`src/rtl/pixel_writer_if.sv`:
```
// Pixel-side handshake and Avalon-MM-style write master bundle for pixel_writer.
// The master modport is the view of pixel_writer itself. The slave modport is
// the view of its surroundings: the line stepper and the SDRAM slave.
interface pixel_writer_if;
  logic        pix_valid;
  logic [15:0] pix_x;
  logic [15:0] pix_y;
  logic [31:0] pix_color;
  logic        pix_ready;
  logic [31:0] fb_base;
  logic [31:0] mem_address;
  logic        mem_write;
  logic [31:0] mem_writedata;
  logic        mem_waitrequest;
  logic        busy;
  logic [15:0] clip_count;

  modport master (
    input  pix_valid, pix_x, pix_y, pix_color, fb_base, mem_waitrequest,
    output pix_ready, mem_address, mem_write, mem_writedata, busy, clip_count
  );

  modport slave (
    output pix_valid, pix_x, pix_y, pix_color, fb_base, mem_waitrequest,
    input  pix_ready, mem_address, mem_write, mem_writedata, busy, clip_count
  );
endinterface

```
`src/rtl/pixel_writer.sv`:
```
// pixel_writer: clips incoming (x, y) pixels against the screen and converts
// each surviving pixel to a framebuffer byte address. The result is queued in
// a small write FIFO and issued as single-beat writes.
// Pipeline: S1 captures the pixel and clip-tests it. S2 holds the row offset.
// The FIFO push follows S2. pix_ready counts every slot already spoken for, so
// the pipeline never has to stall.
module pixel_writer #(
  parameter int SCREEN_W   = 640,
  parameter int SCREEN_H   = 480,
  parameter int BPP_LOG2   = 2,
  parameter int FIFO_DEPTH = 4
) (
  input  logic           clk,
  input  logic           n_rst,
  pixel_writer_if.master bus
);

  localparam int PW = $clog2(FIFO_DEPTH);
  localparam int CW = PW + 1;
  localparam int IW = CW + 1;
  localparam logic [31:0] SCREEN_W_U = 32'(SCREEN_W);
  localparam logic [31:0] SCREEN_H_U = 32'(SCREEN_H);

  // Stage S1
  logic        s1_valid_r;
  logic [15:0] s1_x_r;
  logic [15:0] s1_y_r;
  logic [31:0] s1_color_r;
  logic [31:0] s1_base_r;
  // Stage S2
  logic        s2_valid_r;
  logic [31:0] s2_row_off_r;
  logic [15:0] s2_x_r;
  logic [31:0] s2_color_r;
  logic [31:0] s2_base_r;
  // Write FIFO
  logic [31:0] addr_mem_r [FIFO_DEPTH];
  logic [31:0] data_mem_r [FIFO_DEPTH];
  logic [PW-1:0] wr_ptr_r;
  logic [PW-1:0] rd_ptr_r;
  logic [CW-1:0] count_r;
  logic [15:0]   clip_count_r;

  logic          accept_s;
  logic          s1_clip_s;
  logic          s1_keep_s;
  logic          push_s;
  logic          pop_s;
  logic [31:0]   push_addr_s;
  logic [IW-1:0] in_flight_s;

  // Clipping uses an unsigned compare, so negative coordinates (>= 32768) are clipped too.
  assign s1_clip_s   = ({16'h0000, s1_x_r} >= SCREEN_W_U) || ({16'h0000, s1_y_r} >= SCREEN_H_U);
  assign s1_keep_s   = s1_valid_r & ~s1_clip_s;
  assign in_flight_s = IW'(count_r) + IW'(s1_valid_r) + IW'(s2_valid_r);
  assign bus.pix_ready = n_rst & (in_flight_s < IW'(FIFO_DEPTH));
  assign accept_s    = bus.pix_valid & bus.pix_ready;
  assign push_s      = s2_valid_r;
  assign pop_s       = bus.mem_write & ~bus.mem_waitrequest;
  assign push_addr_s = s2_base_r + ((s2_row_off_r + {16'h0000, s2_x_r}) << BPP_LOG2);

  assign bus.mem_write     = (count_r != {CW{1'b0}});
  assign bus.mem_address   = addr_mem_r[rd_ptr_r];
  assign bus.mem_writedata = data_mem_r[rd_ptr_r];
  assign bus.busy          = s1_valid_r | s2_valid_r | (count_r != {CW{1'b0}});
  assign bus.clip_count    = clip_count_r;

  // Capture accepted pixels into S1, and move unclipped pixels into S2 with their row offset.
  always_ff @(posedge clk) begin
    if (!n_rst) begin
      s1_valid_r   <= 1'b0;
      s1_x_r       <= 16'h0000;
      s1_y_r       <= 16'h0000;
      s1_color_r   <= 32'h0000_0000;
      s1_base_r    <= 32'h0000_0000;
      s2_valid_r   <= 1'b0;
      s2_row_off_r <= 32'h0000_0000;
      s2_x_r       <= 16'h0000;
      s2_color_r   <= 32'h0000_0000;
      s2_base_r    <= 32'h0000_0000;
    end else begin
      s1_valid_r <= accept_s;
      if (accept_s) begin
        s1_x_r     <= bus.pix_x;
        s1_y_r     <= bus.pix_y;
        s1_color_r <= bus.pix_color;
        s1_base_r  <= bus.fb_base;
      end
      s2_valid_r <= s1_keep_s;
      if (s1_keep_s) begin
        s2_row_off_r <= {16'h0000, s1_y_r} * SCREEN_W_U;
        s2_x_r       <= s1_x_r;
        s2_color_r   <= s1_color_r;
        s2_base_r    <= s1_base_r;
      end
    end
  end

  // Count pixels dropped by clipping; the count saturates instead of wrapping.
  always_ff @(posedge clk) begin
    if (!n_rst) begin
      clip_count_r <= 16'h0000;
    end else if (s1_valid_r && s1_clip_s && (clip_count_r != 16'hFFFF)) begin
      clip_count_r <= clip_count_r + 16'h0001;
    end else begin
      clip_count_r <= clip_count_r;
    end
  end

  // Run the write FIFO. The head entry is the bus output and holds while waitrequest is high.
  always_ff @(posedge clk) begin
    if (!n_rst) begin
      for (int i = 0; i < FIFO_DEPTH; i++) begin
        addr_mem_r[i] <= 32'h0000_0000;
        data_mem_r[i] <= 32'h0000_0000;
      end
      wr_ptr_r <= {PW{1'b0}};
      rd_ptr_r <= {PW{1'b0}};
      count_r  <= {CW{1'b0}};
    end else begin
      if (push_s) begin
        addr_mem_r[wr_ptr_r] <= push_addr_s;
        data_mem_r[wr_ptr_r] <= s2_color_r;
        wr_ptr_r             <= wr_ptr_r + {{(PW-1){1'b0}}, 1'b1};
      end
      if (pop_s) begin
        rd_ptr_r <= rd_ptr_r + {{(PW-1){1'b0}}, 1'b1};
      end
      case ({push_s, pop_s})
        2'b10:   count_r <= count_r + {{(CW-1){1'b0}}, 1'b1};
        2'b01:   count_r <= count_r - {{(CW-1){1'b0}}, 1'b1};
        default: count_r <= count_r;
      endcase
    end
  end

endmodule

```
`src/flat_wrapper.sv`:
```
// flat-port wrapper written by rule: the top's interface ports become plain ports
module pixel_writer_flat 
#(
  parameter int SCREEN_W   = 640,
  parameter int SCREEN_H   = 480,
  parameter int BPP_LOG2   = 2,
  parameter int FIFO_DEPTH = 4
)
  (clk, n_rst, bus_pix_valid, bus_pix_x, bus_pix_y, bus_pix_color, bus_fb_base, bus_mem_waitrequest, bus_pix_ready, bus_mem_address, bus_mem_write, bus_mem_writedata, bus_busy, bus_clip_count);
  pixel_writer_if bus_i ();
  input  logic clk;
  input  logic n_rst;
  input wire logic [$bits(bus_i.pix_valid)-1:0] bus_pix_valid;
  input wire logic [$bits(bus_i.pix_x)-1:0] bus_pix_x;
  input wire logic [$bits(bus_i.pix_y)-1:0] bus_pix_y;
  input wire logic [$bits(bus_i.pix_color)-1:0] bus_pix_color;
  input wire logic [$bits(bus_i.fb_base)-1:0] bus_fb_base;
  input wire logic [$bits(bus_i.mem_waitrequest)-1:0] bus_mem_waitrequest;
  output wire logic [$bits(bus_i.pix_ready)-1:0] bus_pix_ready;
  output wire logic [$bits(bus_i.mem_address)-1:0] bus_mem_address;
  output wire logic [$bits(bus_i.mem_write)-1:0] bus_mem_write;
  output wire logic [$bits(bus_i.mem_writedata)-1:0] bus_mem_writedata;
  output wire logic [$bits(bus_i.busy)-1:0] bus_busy;
  output wire logic [$bits(bus_i.clip_count)-1:0] bus_clip_count;
  assign bus_i.pix_valid = bus_pix_valid;
  assign bus_i.pix_x = bus_pix_x;
  assign bus_i.pix_y = bus_pix_y;
  assign bus_i.pix_color = bus_pix_color;
  assign bus_i.fb_base = bus_fb_base;
  assign bus_i.mem_waitrequest = bus_mem_waitrequest;
  assign bus_pix_ready = bus_i.pix_ready;
  assign bus_mem_address = bus_i.mem_address;
  assign bus_mem_write = bus_i.mem_write;
  assign bus_mem_writedata = bus_i.mem_writedata;
  assign bus_busy = bus_i.busy;
  assign bus_clip_count = bus_i.clip_count;
  pixel_writer #(.SCREEN_W(SCREEN_W), .SCREEN_H(SCREEN_H), .BPP_LOG2(BPP_LOG2), .FIFO_DEPTH(FIFO_DEPTH)) u_core (.clk(clk), .n_rst(n_rst), .bus(bus_i));
endmodule
```
`config.mk`:
```
export PLATFORM = sky130hd
export DESIGN_NAME = pixel_writer_flat
export DESIGN_NICKNAME = d
export VERILOG_FILES = /design/src/rtl/pixel_writer_if.sv /design/src/rtl/pixel_writer.sv /design/src/flat_wrapper.sv
export SDC_FILE = /design/constraint.sdc
export NUM_CORES = 1
export LEC_CHECK = 0
export ABC_AREA = 1
export ABC_CLOCK_PERIOD_IN_PS = 6400
export CAP_MARGIN = 20
export CORE_MARGIN = 5
export CORE_UTILIZATION = 42
export CTS_BUF_LIST = sky130_fd_sc_hd__clkbuf_8
export DETAILED_ROUTE_END_ITERATION = 8
export DONT_BUFFER_PORTS = 1
export PLACE_DENSITY = 0.61
export SLEW_MARGIN = 5
export SYNTH_ARGS = -nofsm -noshare
export SYNTH_HDL_FRONTEND = slang
export SYNTH_SLANG_ARGS = --single-unit
export TNS_END_PERCENT = 10
```
`constraint.sdc`:
```
create_clock -name clk -period 6.4 [get_ports clk]
set_input_delay 0.64 -clock clk [delete_from_list [all_inputs] [get_ports clk]]
set_output_delay 0.64 -clock clk [all_outputs]
set_load 0.02 [all_outputs]
```
Word-level counts from Yosys, hierarchy flattened
Memories as Yosys holds them, arrays and structs flattened. A register that Yosys moved wholly into a read port is not among the register bits.
Cells that the tools add are included.
{ "word_totals": {"mem_bits_rw": 256, "reg_bits": 220, "word_cells": 62, "input_bits": 100, "mem_count": 2} }
{ "mem_list": {"columns": ["name", "words", "width", "rd", "rd_clocked_by_memory_dff", "write_ports", "line_no", "text"], "rows": [
  ["u_core.addr_mem_r", 4, 32, 1, 1, 4, "pixel_writer.sv:37", "logic [31:0] addr_mem_r [FIFO_DEPTH];"],
  ["u_core.data_mem_r", 4, 32, 1, 1, 4, "pixel_writer.sv:38", "logic [31:0] data_mem_r [FIFO_DEPTH];"]
]} }
{ "classes": {"n_reduce_logical": 7, "magnitude_cmp": 3, "bitwise_logic": 8, "muxes": 15, "n_mul": 1, "addsub": 9, "eq_ne": 3} }
{ "op_table": {"columns": ["cell", "n"], "rows": [
  ["$mux W32", 2],
  ["$reduce_or A32 Y1", 2],
  ["$add A32 B32 Y32", 1],
  ["$add A26 B16 Y27", 1],
  ["$mul A16 B3 Y19 const B", 1],
  ["$add A16 B1 Y16 const B", 1],
  ["$ge A16 B10 Y1 const B", 1],
  ["$ge A16 B9 Y1 const B", 1],
  ["$ne A16 B16 Y1 const B", 1],
  ["$mux W2", 6],
  ["$mux W1", 6],
  ["$pmux W3 S2", 1],
  ["$add A2 B1 Y2 const B", 2],
  ["$add A3 B1 Y4", 1],
  ["$add A4 B1 Y4", 1],
  ["$and A1 B1 Y1", 4],
  ["$lt A4 B3 Y1 const B", 1],
  ["$add A3 B1 Y3 const B", 1],
  ["$reduce_bool A3 Y1", 1],
  ["$sub A3 B1 Y3 const B", 1],
  ["$eq A2 B1 Y1 const B", 1],
  ["$eq A2 B2 Y1 const B", 1],
  ["$logic_and A1 B1 Y1", 2],
  ["$not A1 Y1", 2],
  ["3 further kinds", 4]
]} }

Logic depth before layout (Yosys ltp)
{ "depth": {"word_depth": 5, "ltp_mapped": 26, "ltp_nobuf": 26} }

Worst setup path before layout
OpenSTA, ideal clock, no wires.
{ "synth_timing": {"path_type": "register to register", "from": "register u_core.wr_ptr_r[0]", "to": "memory u_core.addr_mem_r[1][0] (enable)", "required_time_ps": 5826, "path_slack_ps": 568, "path_stages_with_launch": 6, "t_arrival_ps": 5258, "setup_time_ps": 574, "path_cell_list": "dfxtp_1 -> inv_1 -> nor2_1 -> inv_1 -> clkbuf_1 -> o21ai_0"} }
{ "synth_lines": {"columns": ["item", "line_no", "text"], "rows": [
  ["start: declaration", "pixel_writer.sv:39", "logic [PW-1:0] wr_ptr_r;"],
  ["start signal: assignment", "pixel_writer.sv:117", "wr_ptr_r <= {PW{1'b0}};"],
  ["start signal: assignment", "pixel_writer.sv:124", "wr_ptr_r <= wr_ptr_r + {{(PW-1){1'b0}}, 1'b1};"],
  ["end: declaration", "pixel_writer.sv:37", null]
]} }

==> impl_results.md <==
- Synth Cell Area: 22,300 um2
- Placer Congestion: 0.928
- P_leak: 9.73 nW
- Sequential-to-total area share from yosys stat: 54.5%
- Core ar.: 52,600 um2
- # clock sinks: 478
- Number of setup buffers added after CTS: 0
- Max Cap Viol: 0
- Status: complete, no violations
- Post-cts gate resize count: 0
- Root Driver: clkbuf_8
- Tot Pwr: 7.02 mW
- Worst hold slack: 0.126 ns
- Chip width: 240 um
- Post-synthesis xor/xnor area fraction: 1.38%
- Final period util: 62.7%
- Mapped Cells: 2,646
- Post-route cell area: 24,400 um2
- Main combinational cell family by area after synthesis: simple AND/OR/NAND/NOR gates
- DIE AREA: 57,700 um2
- Mean Syn Cell Area: 8.41 um2
- Achievable frequency: 0.249 GHz
- Fraction of layout cells with a size suffix above 1: 6.05%
- Area leader, netlist: edfxtp_1
- H-Tree Depth: 3
- Reg clk slew, reported paths: 0.06 ns
- Synth Area in Compound Gates: 13.7%
- Synth Register Bits: 478
- CTS tree: yes
- Kind of critical path: flop to output port
- Hold Path Stages: 2
- Critical Path RT: 5.76 ns
- Synth top area cells: edfxtp_1, dfxtp_1, nor2_1
- Hold Buf Count CTS: 0
- Worst vdd ir: 0.228 mV
- Die H: 240 um
- Initial Util: 42.4%
- Final HPWL DP: 38,000 um
- WP data arrival: 3.37 ns
- Total negative slack: 0 ns
- Flop2flop setup slack: 2.90 ns
- # diodes: 0
- Worst r2r dst: u_core.addr_mem_r[1][27]$_SDFFCE_PN0P_
- I/O pins: 183
- Port Buffers: 0
- Hold Startpoint: bus_fb_base[0]
- Final Max Tran Viols: 0
- Post-Synth Adder-Cell Area: 4.29%
- Clock buffer depth: 3
- Final wirelength: 58,300 um
- Final setup viols: 0
- First-pass GRT wire length: 92,000 um
- Worst Max-Slew Pin Slew: 1.02 ns
- Vias post-DR: 17,343
- Yosys warning total: 0
- Power per standard cell area: 288 nW/um2
- GRT overflow: 0
- Worst-case reg-to-reg path depth: 21
- Vias in the first global route: 16,907
- Simple-Gate Fraction of Synth Area: 18.9%
- EDFF count, synth: 256
- Yosys top cell area share: 34.5%
- Clk_lat worst skew: 0.66 ns
- Cell Rows: 84
- Worst setup SP type: flop
- Drt wl/cell: 17.3 um
- Fraction of registers with async set/reset: 0%
- Largest net degree at the start of global routing: 142
- ANT nets after route: 0
- Final worst path period need: 4.01 ns
- Mux contribution to synthesized area: 0%
- Vias per cell: 5.15
- Critical-path maximum fanout: 84
- Yosys cell types: 36
- NumNets Final: 2,788
- Syn nets: 2,820
- Global Route Usage Sum: 19.8%
- CTS buffer count: 82
- Min-Delay Path Class: primary input to flop
- Final core utilization: 46.4%
- Worst Clk Skew: 0.0379 ns
- RSZ-0062 raised after global routing: no
- Crit. End Element: output port
- Area grow syn2layout: 9.43%
- FF-to-FF Start: u_core.s2_x_r[7]$_SDFFE_PN0P_
- Drt pass-1 iters: 5
- Initial antenna violation count: 0
- Starting DRT DRC Count: 1,182
- Worst Hold Endpoint: u_core.s1_base_r[0]$_SDFFE_PN0P_
- Slew HR: 31.7%
- Primary FF master, synth: edfxtp_1
- Residual DRC: 0
- DP Area: 22,800 um2
- Final hold vios: 0
==> sequential cells by signal, indices dropped and copies added, names as in the netlist, 2 cells and up, named ones only <==
signal                 cells
u_core.addr_mem_r        128
u_core.data_mem_r        128
u_core.s1_base_r          32
u_core.s1_color_r         32
u_core.s2_base_r          32
u_core.s2_color_r         32
u_core.s2_row_off_r       19
u_core.bus.clip_count     16
u_core.s1_x_r             16
u_core.s1_y_r             16
u_core.s2_x_r             16
u_core.count_r             3
u_core.rd_ptr_r            2
u_core.wr_ptr_r            2
==> routing by layer <==
metal	wire, um	vias to the layer above	track usage, %
met5	0	-	0
met4	1420	0	6.21
met3	3060	90	3.27
met2	27100	453	32.1
met1	26700	8134	27.5
li1	-	8666	-
==> worst max path at each step <==
stage,start,to,cells past startpoint
floorplan,u_core.wr_ptr_r[0]$_SDFFE_PN0P_,u_core.addr_mem_r[1][0]$_SDFFCE_PN0P_,5
global placement,n_rst,u_core.data_mem_r[0][12]$_SDFFCE_PN0P_,7
detailed placement,n_rst,u_core.data_mem_r[0][13]$_SDFFCE_PN0P_,7
CTS,flop,bus_mem_writedata[11],4
global route,flop,bus_mem_writedata[14],4
finish,flop,bus_mem_writedata[11],4
==> logic make-up after synthesis <==
kind of cell	count (synthesis)
adder cells (fa/ha/maj)	74
AO/OA/AOI/OAI	582
flip-flops	478
buffers and inverters	419
AND/OR/NAND/NOR	1058
XOR/XNOR	35
==> cell usage after synthesis (4+ instances only) <==
library cell / n
a21oi_1: 221
clkbuf_1: 107
nand3b_1: 9
nand2_1: 425
a21o_1: 5
ha_1: 70
nand3_1: 74
xnor2_1: 13
inv_1: 282
fa_1: 4
nand4_1: 7
buf_1: 11
o21ai_0: 276
a21oi_2: 8
dfxtp_1: 222
and2_1: 4
nor3_1: 13
edfxtp_1: 256
o22ai_1: 64
nor2_1: 509
xor2_1: 22
nand2_2: 11
buf_2: 14
==> where the power goes <==
group | internal, mW | switching, mW
clock | 1.43 | 1.24
combinational | 0.209 | 0.705
sequential | 3.35 | 0.0860
total | 5.00 | 2.03
==> placed cells by master, fill, tap and decap left out, types with 4 or more instances in the layout <==
| master | count |
|---|---|
| nand3b_1 | 9 |
| o22ai_1 | 64 |
| fa_1 | 4 |
| nand4_1 | 7 |
| edfxtp_1 | 256 |
| a21oi_1 | 221 |
| nor2_1 | 509 |
| dfxtp_1 | 220 |
| nand2_1 | 421 |
| and2_1 | 4 |
| clkbuf_8 | 94 |
| clkinv_1 | 7 |
| xor2_1 | 22 |
| nand3_1 | 74 |
| nor3_1 | 13 |
| a21o_1 | 5 |
| inv_1 | 310 |
| nand2_2 | 14 |
| a21oi_2 | 8 |
| o21ai_0 | 275 |
| inv_2 | 6 |
| xnor2_1 | 13 |
| ha_1 | 70 |
| clkinv_2 | 6 |
| buf_4 | 16 |
==> cell type report <==
type / count / area (um2)
multi-input cells: 1749 / 8540
clock buffers: 94 / 1290
inverters: 286 / 1080
repair buffers: 17 / 140
flip-flops and latches: 478 / 12100
fillers: 5221 / 28200
well taps: 688 / 861
clock inverters: 53 / 305
==> critical path: stages, from the launching register on <==
cell	delay (ns)
dfxtp_4	0.76
clkinv_2	0.67
buf_4	0.57
o21ai_0	0.34
o22ai_1	0.25
==> metrics by stage <==
| step | setup slack (ns) | instances |
|---|---|---|
| floorplan | 0.568 | 2646 |
| global placement | 2.84 | 3217 |
| detailed placement | 2.76 | 3218 |
| CTS | 2.33 | 3365 |
| global route | 2.14 | 3365 |
| finish | 2.39 | 3365 |
No activity file was read; power rests on OpenSTA's default activity.
